### config.mk
export PLATFORM = sky130hd
export DESIGN_NAME = reservation_station
export DESIGN_NICKNAME = d
export VERILOG_FILES = /design/src/rtl/reservation_station_pkg.sv /design/src/rtl/reservation_station_select.sv /design/src/rtl/reservation_station.sv
export SDC_FILE = /design/constraint.sdc
export NUM_CORES = 2
export LEC_CHECK = 0
export ABC_CLOCK_PERIOD_IN_PS = 30100
export CAP_MARGIN = 30
export CORE_MARGIN = 10
export CORE_UTILIZATION = 35
export CTS_BUF_LIST = sky130_fd_sc_hd__clkbuf_16
export DETAILED_ROUTE_END_ITERATION = 16
export SETUP_SLACK_MARGIN = 0.4
export SKIP_CTS_REPAIR_TIMING = 1
export SLEW_MARGIN = 20
export SYNTH_ARGS = -nofsm -noshare
export SYNTH_HDL_FRONTEND = slang
export SYNTH_SLANG_ARGS = --single-unit
### constraint.sdc
create_clock -name clk -period 30.1 [get_ports clk]
set_input_delay 4.515 -clock clk [delete_from_list [all_inputs] [get_ports clk]]
set_output_delay 4.515 -clock clk [all_outputs]
set_load 0.03 [all_outputs]
### src/rtl/reservation_station_pkg.sv
// Shared definitions for the integer reservation station: tag and data widths,
// boolean constants and the internal op encoding seen on the dispatch/ALU buses.
package reservation_station_pkg;

  localparam int ROB_TAG_W = 4;
  localparam int OP_CODE_W = 6;
  localparam int DATALEN   = 32;
  localparam int ADDR_HI   = 31;
  localparam int ADDR_LO   = 0;

  localparam logic TRUE  = 1'b1;
  localparam logic FALSE = 1'b0;

  // R-type
  localparam logic [OP_CODE_W-1:0] OP_ADD   = 6'd1;
  localparam logic [OP_CODE_W-1:0] OP_SUB   = 6'd2;
  localparam logic [OP_CODE_W-1:0] OP_SLL   = 6'd3;
  localparam logic [OP_CODE_W-1:0] OP_SLT   = 6'd4;
  localparam logic [OP_CODE_W-1:0] OP_SLTU  = 6'd5;
  localparam logic [OP_CODE_W-1:0] OP_XOR   = 6'd6;
  localparam logic [OP_CODE_W-1:0] OP_SRL   = 6'd7;
  localparam logic [OP_CODE_W-1:0] OP_SRA   = 6'd8;
  localparam logic [OP_CODE_W-1:0] OP_OR    = 6'd9;
  localparam logic [OP_CODE_W-1:0] OP_AND   = 6'd10;
  // I-type arithmetic
  localparam logic [OP_CODE_W-1:0] OP_ADDI  = 6'd11;
  localparam logic [OP_CODE_W-1:0] OP_SLTI  = 6'd12;
  localparam logic [OP_CODE_W-1:0] OP_SLTIU = 6'd13;
  localparam logic [OP_CODE_W-1:0] OP_XORI  = 6'd14;
  localparam logic [OP_CODE_W-1:0] OP_ORI   = 6'd15;
  localparam logic [OP_CODE_W-1:0] OP_ANDI  = 6'd16;
  localparam logic [OP_CODE_W-1:0] OP_SLLI  = 6'd17;
  localparam logic [OP_CODE_W-1:0] OP_SRLI  = 6'd18;
  localparam logic [OP_CODE_W-1:0] OP_SRAI  = 6'd19;
  // Upper immediates
  localparam logic [OP_CODE_W-1:0] OP_LUI   = 6'd20;
  localparam logic [OP_CODE_W-1:0] OP_AUIPC = 6'd21;
  // Branches
  localparam logic [OP_CODE_W-1:0] OP_BEQ   = 6'd22;
  localparam logic [OP_CODE_W-1:0] OP_BNE   = 6'd23;
  localparam logic [OP_CODE_W-1:0] OP_BLT   = 6'd24;
  localparam logic [OP_CODE_W-1:0] OP_BGE   = 6'd25;
  localparam logic [OP_CODE_W-1:0] OP_BLTU  = 6'd26;
  localparam logic [OP_CODE_W-1:0] OP_BGEU  = 6'd27;
  // Jumps
  localparam logic [OP_CODE_W-1:0] OP_JAL   = 6'd28;
  localparam logic [OP_CODE_W-1:0] OP_JALR  = 6'd29;

endpackage

### src/rtl/reservation_station_select.sv
// Lowest-index priority encoder: turns an N-bit request vector into the index
// of the lowest set bit plus a found flag.
module rs_select #(
  parameter int N     = 16,
  parameter int IDX_W = $clog2(N)
) (
  input  logic [N-1:0]     req,
  output logic [IDX_W-1:0] idx,
  output logic             found
);

  always_comb begin
    // NOTE: every output gets a default before the loop, so no path leaves
    // idx/found unassigned and no latch is inferred.
    idx   = '0;
    found = 1'b0;
    // Scan downward so the lowest set bit is the last one written.
    for (int i = N - 1; i >= 0; i--) begin
      if (req[i]) begin
        idx   = IDX_W'(i);
        found = 1'b1;
      end
    end
  end

endmodule

### src/rtl/reservation_station.sv
// Out-of-order issue buffer between dispatch and the ALU: holds renamed ops,
// snoops the ALU/LSB broadcast buses and sends one ready op per cycle.
module reservation_station
  import reservation_station_pkg::*;
#(
  parameter int RS_SIZE = 16,
  parameter int ROB_W   = ROB_TAG_W,
  parameter int OP_W    = OP_CODE_W
) (
  input  logic             clk,
  input  logic             rst,
  input  logic             rdy,
  input  logic             rollback,

  input  logic             issue_valid,
  input  logic [OP_W-1:0]  issue_op,
  input  logic [31:0]      issue_pc,
  input  logic [31:0]      issue_imm,
  input  logic [ROB_W-1:0] issue_rd_rename,
  input  logic             issue_rs1_ready,
  input  logic [31:0]      issue_rs1_value,
  input  logic [ROB_W-1:0] issue_rs1_tag,
  input  logic             issue_rs2_ready,
  input  logic [31:0]      issue_rs2_value,
  input  logic [ROB_W-1:0] issue_rs2_tag,
  output logic             rs_full,

  input  logic             alu_cdb_valid,
  input  logic [ROB_W-1:0] alu_cdb_tag,
  input  logic [31:0]      alu_cdb_value,
  input  logic             lsb_cdb_valid,
  input  logic [ROB_W-1:0] lsb_cdb_tag,
  input  logic [31:0]      lsb_cdb_value,

  output logic             alu_enable,
  output logic [OP_W-1:0]  alu_op,
  output logic [31:0]      alu_pc,
  output logic [31:0]      alu_imm,
  output logic [31:0]      alu_rs1_value,
  output logic [31:0]      alu_rs2_value,
  output logic [ROB_W-1:0] alu_rd_rename
);

  localparam int IDX_W = $clog2(RS_SIZE);
  localparam int CNT_W = IDX_W + 1;

  // Entry state: busy/ready as vectors, payload as per-entry arrays.
  logic [RS_SIZE-1:0] busy;
  logic [RS_SIZE-1:0] rs1_rdy;
  logic [RS_SIZE-1:0] rs2_rdy;
  logic [OP_W-1:0]    op_q      [RS_SIZE];
  logic [31:0]        pc_q      [RS_SIZE];
  logic [31:0]        imm_q     [RS_SIZE];
  logic [ROB_W-1:0]   rd_q      [RS_SIZE];
  logic [31:0]        rs1_val_q [RS_SIZE];
  logic [ROB_W-1:0]   rs1_tag_q [RS_SIZE];
  logic [31:0]        rs2_val_q [RS_SIZE];
  logic [ROB_W-1:0]   rs2_tag_q [RS_SIZE];

  logic [CNT_W-1:0]   count;
  logic [CNT_W-1:0]   count_next;
  logic [RS_SIZE-1:0] busy_next;

  logic [IDX_W-1:0]   free_idx;
  logic               free_found;
  logic [IDX_W-1:0]   sel_idx;
  logic               sel_found;

  logic               advance;
  logic               do_alloc;
  logic               do_disp;

  logic               fwd_rs1_rdy;
  logic [31:0]        fwd_rs1_val;
  logic               fwd_rs2_rdy;
  logic [31:0]        fwd_rs2_val;

  rs_select #(.N(RS_SIZE), .IDX_W(IDX_W)) u_free_sel (
    .req   (~busy),
    .idx   (free_idx),
    .found (free_found)
  );

  rs_select #(.N(RS_SIZE), .IDX_W(IDX_W)) u_ready_sel (
    .req   (busy & rs1_rdy & rs2_rdy),
    .idx   (sel_idx),
    .found (sel_found)
  );

  // State only moves when the core is running and no flush is in progress.
  assign advance  = rdy && !rollback;
  assign do_alloc = issue_valid && !rs_full && free_found;
  assign do_disp  = sel_found;

  // Same-cycle forwarding for the incoming op; the ALU bus wins a tie.
  always_comb begin
    fwd_rs1_rdy = issue_rs1_ready;
    fwd_rs1_val = issue_rs1_value;
    fwd_rs2_rdy = issue_rs2_ready;
    fwd_rs2_val = issue_rs2_value;
    if (!issue_rs1_ready) begin
      if (alu_cdb_valid && issue_rs1_tag == alu_cdb_tag) begin
        fwd_rs1_rdy = 1'b1;
        fwd_rs1_val = alu_cdb_value;
      end else if (lsb_cdb_valid && issue_rs1_tag == lsb_cdb_tag) begin
        fwd_rs1_rdy = 1'b1;
        fwd_rs1_val = lsb_cdb_value;
      end
    end
    if (!issue_rs2_ready) begin
      if (alu_cdb_valid && issue_rs2_tag == alu_cdb_tag) begin
        fwd_rs2_rdy = 1'b1;
        fwd_rs2_val = alu_cdb_value;
      end else if (lsb_cdb_valid && issue_rs2_tag == lsb_cdb_tag) begin
        fwd_rs2_rdy = 1'b1;
        fwd_rs2_val = lsb_cdb_value;
      end
    end
  end

  always_comb begin
    busy_next = busy;
    if (do_alloc) busy_next[free_idx] = 1'b1;
    if (do_disp)  busy_next[sel_idx]  = 1'b0;
    count_next = count + CNT_W'(do_alloc) - CNT_W'(do_disp);
  end

  // NOTE: the payload arrays carry no reset; busy alone qualifies an entry,
  // so clearing busy on reset or rollback is enough to invalidate everything.
  always_ff @(posedge clk) begin
    if (advance) begin
      for (int i = 0; i < RS_SIZE; i++) begin
        if (busy[i] && !rs1_rdy[i]) begin
          if (alu_cdb_valid && rs1_tag_q[i] == alu_cdb_tag) begin
            rs1_rdy[i]   <= 1'b1;
            rs1_val_q[i] <= alu_cdb_value;
          end else if (lsb_cdb_valid && rs1_tag_q[i] == lsb_cdb_tag) begin
            rs1_rdy[i]   <= 1'b1;
            rs1_val_q[i] <= lsb_cdb_value;
          end
        end
        if (busy[i] && !rs2_rdy[i]) begin
          if (alu_cdb_valid && rs2_tag_q[i] == alu_cdb_tag) begin
            rs2_rdy[i]   <= 1'b1;
            rs2_val_q[i] <= alu_cdb_value;
          end else if (lsb_cdb_valid && rs2_tag_q[i] == lsb_cdb_tag) begin
            rs2_rdy[i]   <= 1'b1;
            rs2_val_q[i] <= lsb_cdb_value;
          end
        end
      end
      // The free slot is never busy, so it never collides with a wake-up.
      if (do_alloc) begin
        op_q[free_idx]      <= issue_op;
        pc_q[free_idx]      <= issue_pc;
        imm_q[free_idx]     <= issue_imm;
        rd_q[free_idx]      <= issue_rd_rename;
        rs1_rdy[free_idx]   <= fwd_rs1_rdy;
        rs1_val_q[free_idx] <= fwd_rs1_val;
        rs1_tag_q[free_idx] <= issue_rs1_tag;
        rs2_rdy[free_idx]   <= fwd_rs2_rdy;
        rs2_val_q[free_idx] <= fwd_rs2_val;
        rs2_tag_q[free_idx] <= issue_rs2_tag;
      end
    end
  end

  always_ff @(posedge clk or posedge rst) begin
    if (rst) begin
      busy          <= '0;
      count         <= '0;
      rs_full       <= 1'b0;
      alu_enable    <= 1'b0;
      alu_op        <= '0;
      alu_pc        <= '0;
      alu_imm       <= '0;
      alu_rs1_value <= '0;
      alu_rs2_value <= '0;
      alu_rd_rename <= '0;
    end else if (!rdy) begin
      alu_enable <= 1'b0;
    end else if (rollback) begin
      busy       <= '0;
      count      <= '0;
      rs_full    <= 1'b0;
      alu_enable <= 1'b0;
    end else begin
      busy       <= busy_next;
      count      <= count_next;
      rs_full    <= (count_next == CNT_W'(RS_SIZE));
      alu_enable <= do_disp;
      // Without a candidate the data outputs keep their last value.
      if (do_disp) begin
        alu_op        <= op_q[sel_idx];
        alu_pc        <= pc_q[sel_idx];
        alu_imm       <= imm_q[sel_idx];
        alu_rs1_value <= rs1_val_q[sel_idx];
        alu_rs2_value <= rs2_val_q[sel_idx];
        alu_rd_rename <= rd_q[sel_idx];
      end
    end
  end

endmodule

; Yosys cells after proc, flatten, opt, wreduce, memory -nomap -nowiden
; Memories as Yosys holds them, arrays and structs flattened. A register that Yosys moved wholly into a read port is not among the register bits.
; Index checks and enable logic that the tools add are counted.
[totals]
reg_bits = 55
elab_cells = 810
ram_bits = 2336
input_bits = 227
n_memories = 8
[mem_list]
columns = name, words, word_bits, rd, rd_ports_with_merged_regs, write_ports, line
row1 = imm_q, 16, 32, 1, 1, 1, reservation_station.sv:53  ; logic [31:0] imm_q [RS_SIZE];
row2 = pc_q, 16, 32, 1, 1, 1, reservation_station.sv:52  ; logic [31:0] pc_q [RS_SIZE];
row3 = rs1_val_q, 16, 32, 1, 1, 17, reservation_station.sv:55  ; logic [31:0] rs1_val_q [RS_SIZE];
row4 = rs2_val_q, 16, 32, 1, 1, 17, reservation_station.sv:57  ; logic [31:0] rs2_val_q [RS_SIZE];
row5 = op_q, 16, 6, 1, 1, 1, reservation_station.sv:51  ; logic [OP_W-1:0] op_q [RS_SIZE];
row6 = rd_q, 16, 4, 1, 1, 1, reservation_station.sv:54  ; logic [ROB_W-1:0] rd_q [RS_SIZE];
row7 = 2 more memories, n/a, n/a, n/a, n/a, n/a, n/a
[op_classes]
n_reduce_logical = 140
muxes = 542
eq_ne = 69
addsub = 2
n_lt_le_gt_ge = 4
bitwise = 39
[ops]
columns = op, n
row1 = 32-bit 2-to-1 mux, 38
row2 = 1-bit 2-to-1 mux, 462
row3 = 4-bit == test, 68
row4 = 4-bit 2-to-1 mux, 32
row5 = 1-bit logical AND, 105
row6 = 16-bit 2-to-1 mux, 5
row7 = 16-bit bitwise AND, 3
row8 = 1-bit logical NOT, 34
row9 = 16-bit bitwise mux, 2
row10 = 16-bit NOT, 2
row11 = 1-bit bitwise OR, 32
row12 = 16-bit bitwise OR, 1
row13 = 4-bit by 5-bit less-than comparator with 1-bit output (second input constant), 2
row14 = 1-bit demux with 4-bit select, 2
row15 = 4-bit by 1-bit >= comparator with 1-bit output (second input constant), 2
row16 = 5-bit by 1-bit adder with 5-bit output, 1
row17 = 5-bit == test (second input constant), 1
row18 = 5-bit 2-to-1 mux, 1
row19 = 5-bit by 1-bit subtractor with 5-bit output, 1
row20 = 3-bit AND reduction, 1
row21 = 1-bit NOT, 1

; Depth between registers and ports, before layout
[logic_depth]
ltp_word = 26
ltp_mapped = 16
ltp_nobuf = 13

; Modules after synthesis
; From an unflattened synthesis, not the netlist that was laid out.
[unflattened]
cells_unflattened = 7234
hier_area_um2 = 123096.8
[modules_own_cells]
columns = mod, cells_per_inst, area_per_inst_um2, instances, seq_area_each_um2
row1 = reservation_station, 7168, 122739.0, 1, 75137.1
row2 = rs_select, 33, 178.9, 2, 0.0

; Worst setup path after synthesis
; Ideal clock, no wire load.
[synth_path]
path_kind = input to register
from = in rollback
to = mem imm_q[4][0] (enable)
slack_ps = 16440
arrival_time_ps = 12937
t_required_ps = 29377
path_buffers = 2
stages = 4
path_cell_list = nand2b_1 > clkbuf_1 > buf_1 > nor4_1
[synth_between]
elab_chain_cells = 4
[synth_lines]
columns = item, line
row1 = start: declaration, reservation_station.sv:13  ; input logic rollback,
row2 = 1-bit logical NOT, reservation_station.sv:91  ; assign advance = rdy && !rollback;
row3 = 1-bit logical AND, reservation_station.sv:91
row4 = 1-bit 2-to-1 mux, reservation_station.sv:131  ; if (advance) begin
row5 = 1-bit 2-to-1 mux (not written as such), reservation_station.sv:156  ; imm_q[free_idx] <= issue_imm;
row6 = end: declaration, reservation_station.sv:53
; No other way between the ends.

; Worst setup path after layout
[layout_path]
from = in issue_valid
to = mem imm_q[10][14] (enable)
[layout_between]
elab_chain_cells = 5
[layout_lines]
columns = item, line
row1 = start: declaration, reservation_station.sv:15  ; input logic issue_valid,
row2 = 1-bit logical AND (2 in series), reservation_station.sv:92  ; assign do_alloc = issue_valid && !rs_full && free_found;
row3 = 1-bit 2-to-1 mux, reservation_station.sv:153  ; if (do_alloc) begin
row4 = 1-bit 2-to-1 mux, reservation_station.sv:131
row5 = 1-bit 2-to-1 mux (not written as such), reservation_station.sv:156
; No other way between the ends.

==> results.py <==
metrics = {
    "outcome": {
        "outcome": "finished clean",
    },
    "placed_design": {
        "io_buffers": 366,
        "dp_hpwl_um": 275000,
        "place.gp.congestion": 0.891,
        "placed_cells": 13600,
    },
    "clock_network": {
        "clock_sinks": 2529,
        "cts.path.max_buffers": 4,
        "cts_tree": "done",
        "htree_levels": 5,
        "clk-insertion-delay-late_ns": 0.94,
        "clk_pin_slew_ns": 0.06,
        "cts_made_buffers": 283,
        "cts-root-buf": "clkbuf_16",
    },
    "synthesis": {
        "synth_edf_count": 2368,
        "avgSynthCellArea_um2": 12.9,
        "yosysUniqueCellTypes": 83,
        "synth.cell_area_um2": 121000,
        "yosys.area.top_type_share": 0.586,
        "synth_top_family_by_area": "compound AO/OA/AOI/OAI gates",
        "synth_warnings": 0,
        "synth_nets": 9613,
        "muxShareOfSynthArea": 0.128,
        "synth_area_leaders": "edfxtp_1, mux2i_1, dfrtp_1, clkbuf_1, nand2_1",
        "synthXorXnorAreaFrac": 0.0199,
        "synthSimpleGateAreaFrac": 0.0615,
        "synth_largest_area_cell": "edfxtp_1",
        "yosysSeqAreaShare": 0.619,
        "ys_seq_elements": 2529,
        "syn-instance-count": 9380,
        "synthArstFlopShare": 0.0637,
        "synth-main-ff-cell": "edfxtp_1",
        "synth_compound_area_frac": 0.134,
        "synth_adder_area_share": 0.000681,
    },
    "min_path": {
        "hold_class": "reg2reg",
    },
    "cells_and_area": {
        "fillers": 31600,
        "final_common_cell": "edfxtp_1",
        "area_growth_pct": 14.8,
        "final_nets": 9524,
        "drive_gt1_frac": 0.0971,
        "layoutNonFillerInstCount": 14100,
        "final_cell_mix": "edfxtp_1, mux2i_1, nand2_1, o21ai_0, nor2_1",
    },
    "power": {
        "p_leak_nw": 44.4,
        "peakVddDrop_v": 0.0000476,
        "power.density_nw_per_um2": 61.8,
    },
    "worst_setup_path": {
        "crit_type": "in2reg",
        "arrival_ns": 10.37,
        "cp_max_fo": 54,
        "critPathSlowestCell": "buf_4",
        "cp.required_ns": 30.70,
        "end_kind": "flop",
        "path_cells": "clkdlybuf4s50_1, nand2b_1, nor2_1, and3_1, and2_4, buf_4, and2_4, buf_4, buf_4, buf_12",
        "setup.worst_path.start_class": "input pin",
        "critPathMostFrequentCell": "buf_4",
        "crit_path_max_incr_delay_ns": 0.91,
    },
    "floorplanning": {
        "ios": 367,
        "fp.dieW_um": 609,
        "row_count": 216,
        "die_area_um2": 371000,
        "initial_core_util": 0.351,
        "die_h_um": 609,
        "core_area_um2": 346000,
    },
    "drt": {
        "num_vias": 90100,
        "drc": 0,
        "wirelength_um": 505000,
        "drtPass1Iterations": 10,
        "drt_iter0_markers": 14500,
        "via_per_inst": 6.38,
        "wl_per_cell_um": 35.7,
        "final_antenna_net_count": 0,
    },
    "timing": {
        "hold_viol": 0,
        "fin_crit_ns": 9.78,
        "post-route-period-util": 0.325,
        "final.setup.tns_ns": 0,
        "rsz0062_at_grt": "false",
        "relSlewSlack": 0.195,
        "drv_slew": 0,
        "setup_violations": 0,
        "clock_skew_ns": 0.0593,
        "tightest_slew_ns": 1.21,
        "fmax_mhz": 102,
    },
    "global_route": {
        "grt_first_pass_wirelength_um": 691000,
        "track_usage": 0.258,
        "antenna_found_initial": 59,
        "grt_util_met1": 0.314,
        "grt_max_degree": 157,
        "grt-ovfl-total": 0,
        "gr-usage-met3": 0.0722,
        "met2_usage": 0.404,
        "grt_pass1_vias": 88000,
        "top_usage_layer": "met2",
    },
    "run": {
        "max_cap_viol_count": 0,
    },
}
## state kept, by name, summed over array words and instances, names as in the netlist, 32 cells and up
signal         flops
rd_q              64
rs2_val_q        512
alu_imm           32
rs2_tag_q         64
alu_rs1_value     32
op_q              96
alu_pc            32
rs1_val_q        512
alu_rs2_value     32
imm_q            512
rs1_tag_q         64
pc_q             512
## area by class of cell
class | instances | area [um2] | area share
Tap cell | 4578 | 5730 | 0.0411
Multi-Input combinational cell | 5740 | 42700 | 0.307
Timing Repair Buffer | 676 | 6450 | 0.0463
Clock buffer | 291 | 7280 | 0.0523
Antenna cell | 28 | 70.1 | 0.000503
Clock inverter | 229 | 1580 | 0.0113
Inverter | 61 | 262 | 0.00188
Sequential cell | 2529 | 75100 | 0.540
## per-layer routing
metal,wire length (um),share of wire
met1,181000,0.36
met2,227000,0.45
met3,60900,0.12
met4,36400,0.072
met5,188,0.00037
## cell usage after synthesis, types with 52 or more instances
cell          n
a2111oi_0    56
a21oi_1     336
a221o_1     170
a221oi_1    138
a222oi_1     53
a22o_1       59
a22oi_1     291
a32oi_1      52
a41oi_1      52
and3_1      107
buf_1       119
buf_2       174
clkbuf_1    747
dfrtp_1     161
edfxtp_1   2368
inv_1        59
mux2_2       72
mux2i_1    1465
nand2_1     686
nand3_1     161
nor2_1      446
nor3_1       68
nor4_1       91
o211a_1      52
o21a_1       61
o21ai_0     497
o22a_1      129
o22ai_1      65
o32a_1       68
xnor2_1      83
xor2_1      193
## report_power, final
part           internal [W]  switching [W]  total [W]
combinational      0.000387       0.000697    0.00108
clock               0.00189        0.00148    0.00337
sequential          0.00397       0.000176    0.00415
total               0.00625        0.00235    0.00860
## cell families after synthesis
family | count (synthesis)
adder cells (fa/ha/maj) | 6
AND/OR/NAND/NOR | 1675
AO/OA/AOI/OAI | 2246
buffers and inverters | 1111
XOR/XNOR | 276
multiplexers | 1537
flip-flops | 2529
## worst max-delay path: cells and delay by family
| kind | cells | cell delay (ns) |
|---|---|---|
| AND/OR/NAND/NOR | 5 | 2.31 |
| buffers and inverters | 5 | 3.36 |
## final timing paths
path	start	end	slack (ns)	depth (start not counted)
max in group asynchronous	rst	alu_rs2_value[28]$_DFFE_PP0P_	24.48	3
setup / recovery	issue_valid	imm_q[10][14]$_DFFE_PP_	20.32	10
hold / removal	alu_pc[2]$_DFFE_PP0P_	alu_pc[2]$_DFFE_PP0P_	0.51	1
setup reg to reg	busy[0]$_DFFE_PP0P_	imm_q[10][14]$_DFFE_PP_	23.70	10
min in group asynchronous	rst	alu_imm[16]$_DFFE_PP0P_	4.16	2
hold reg to reg	alu_pc[2]$_DFFE_PP0P_	alu_pc[2]$_DFFE_PP0P_	0.51	1
## stage by stage
stage | utilization | setup WS [ns] | hold WS (ns) | area [um2] | power, W
global route | 0.403 | 20.47 | 0.534 | 139000 | 0.00883
global placement | 0.376 | 19.69 | 0.485 | 130000 | 0.00528
detailed placement | 0.377 | 19.68 | 0.500 | 130000 | 0.00530
CTS | 0.402 | 20.62 | 0.515 | 139000 | 0.00862
floorplan | - | 16.44 | 0.486 | 121000 | 0.00469
finish | 0.403 | 20.32 | 0.509 | 139000 | 0.00860
No activity file was read; power rests on OpenSTA's default activity.
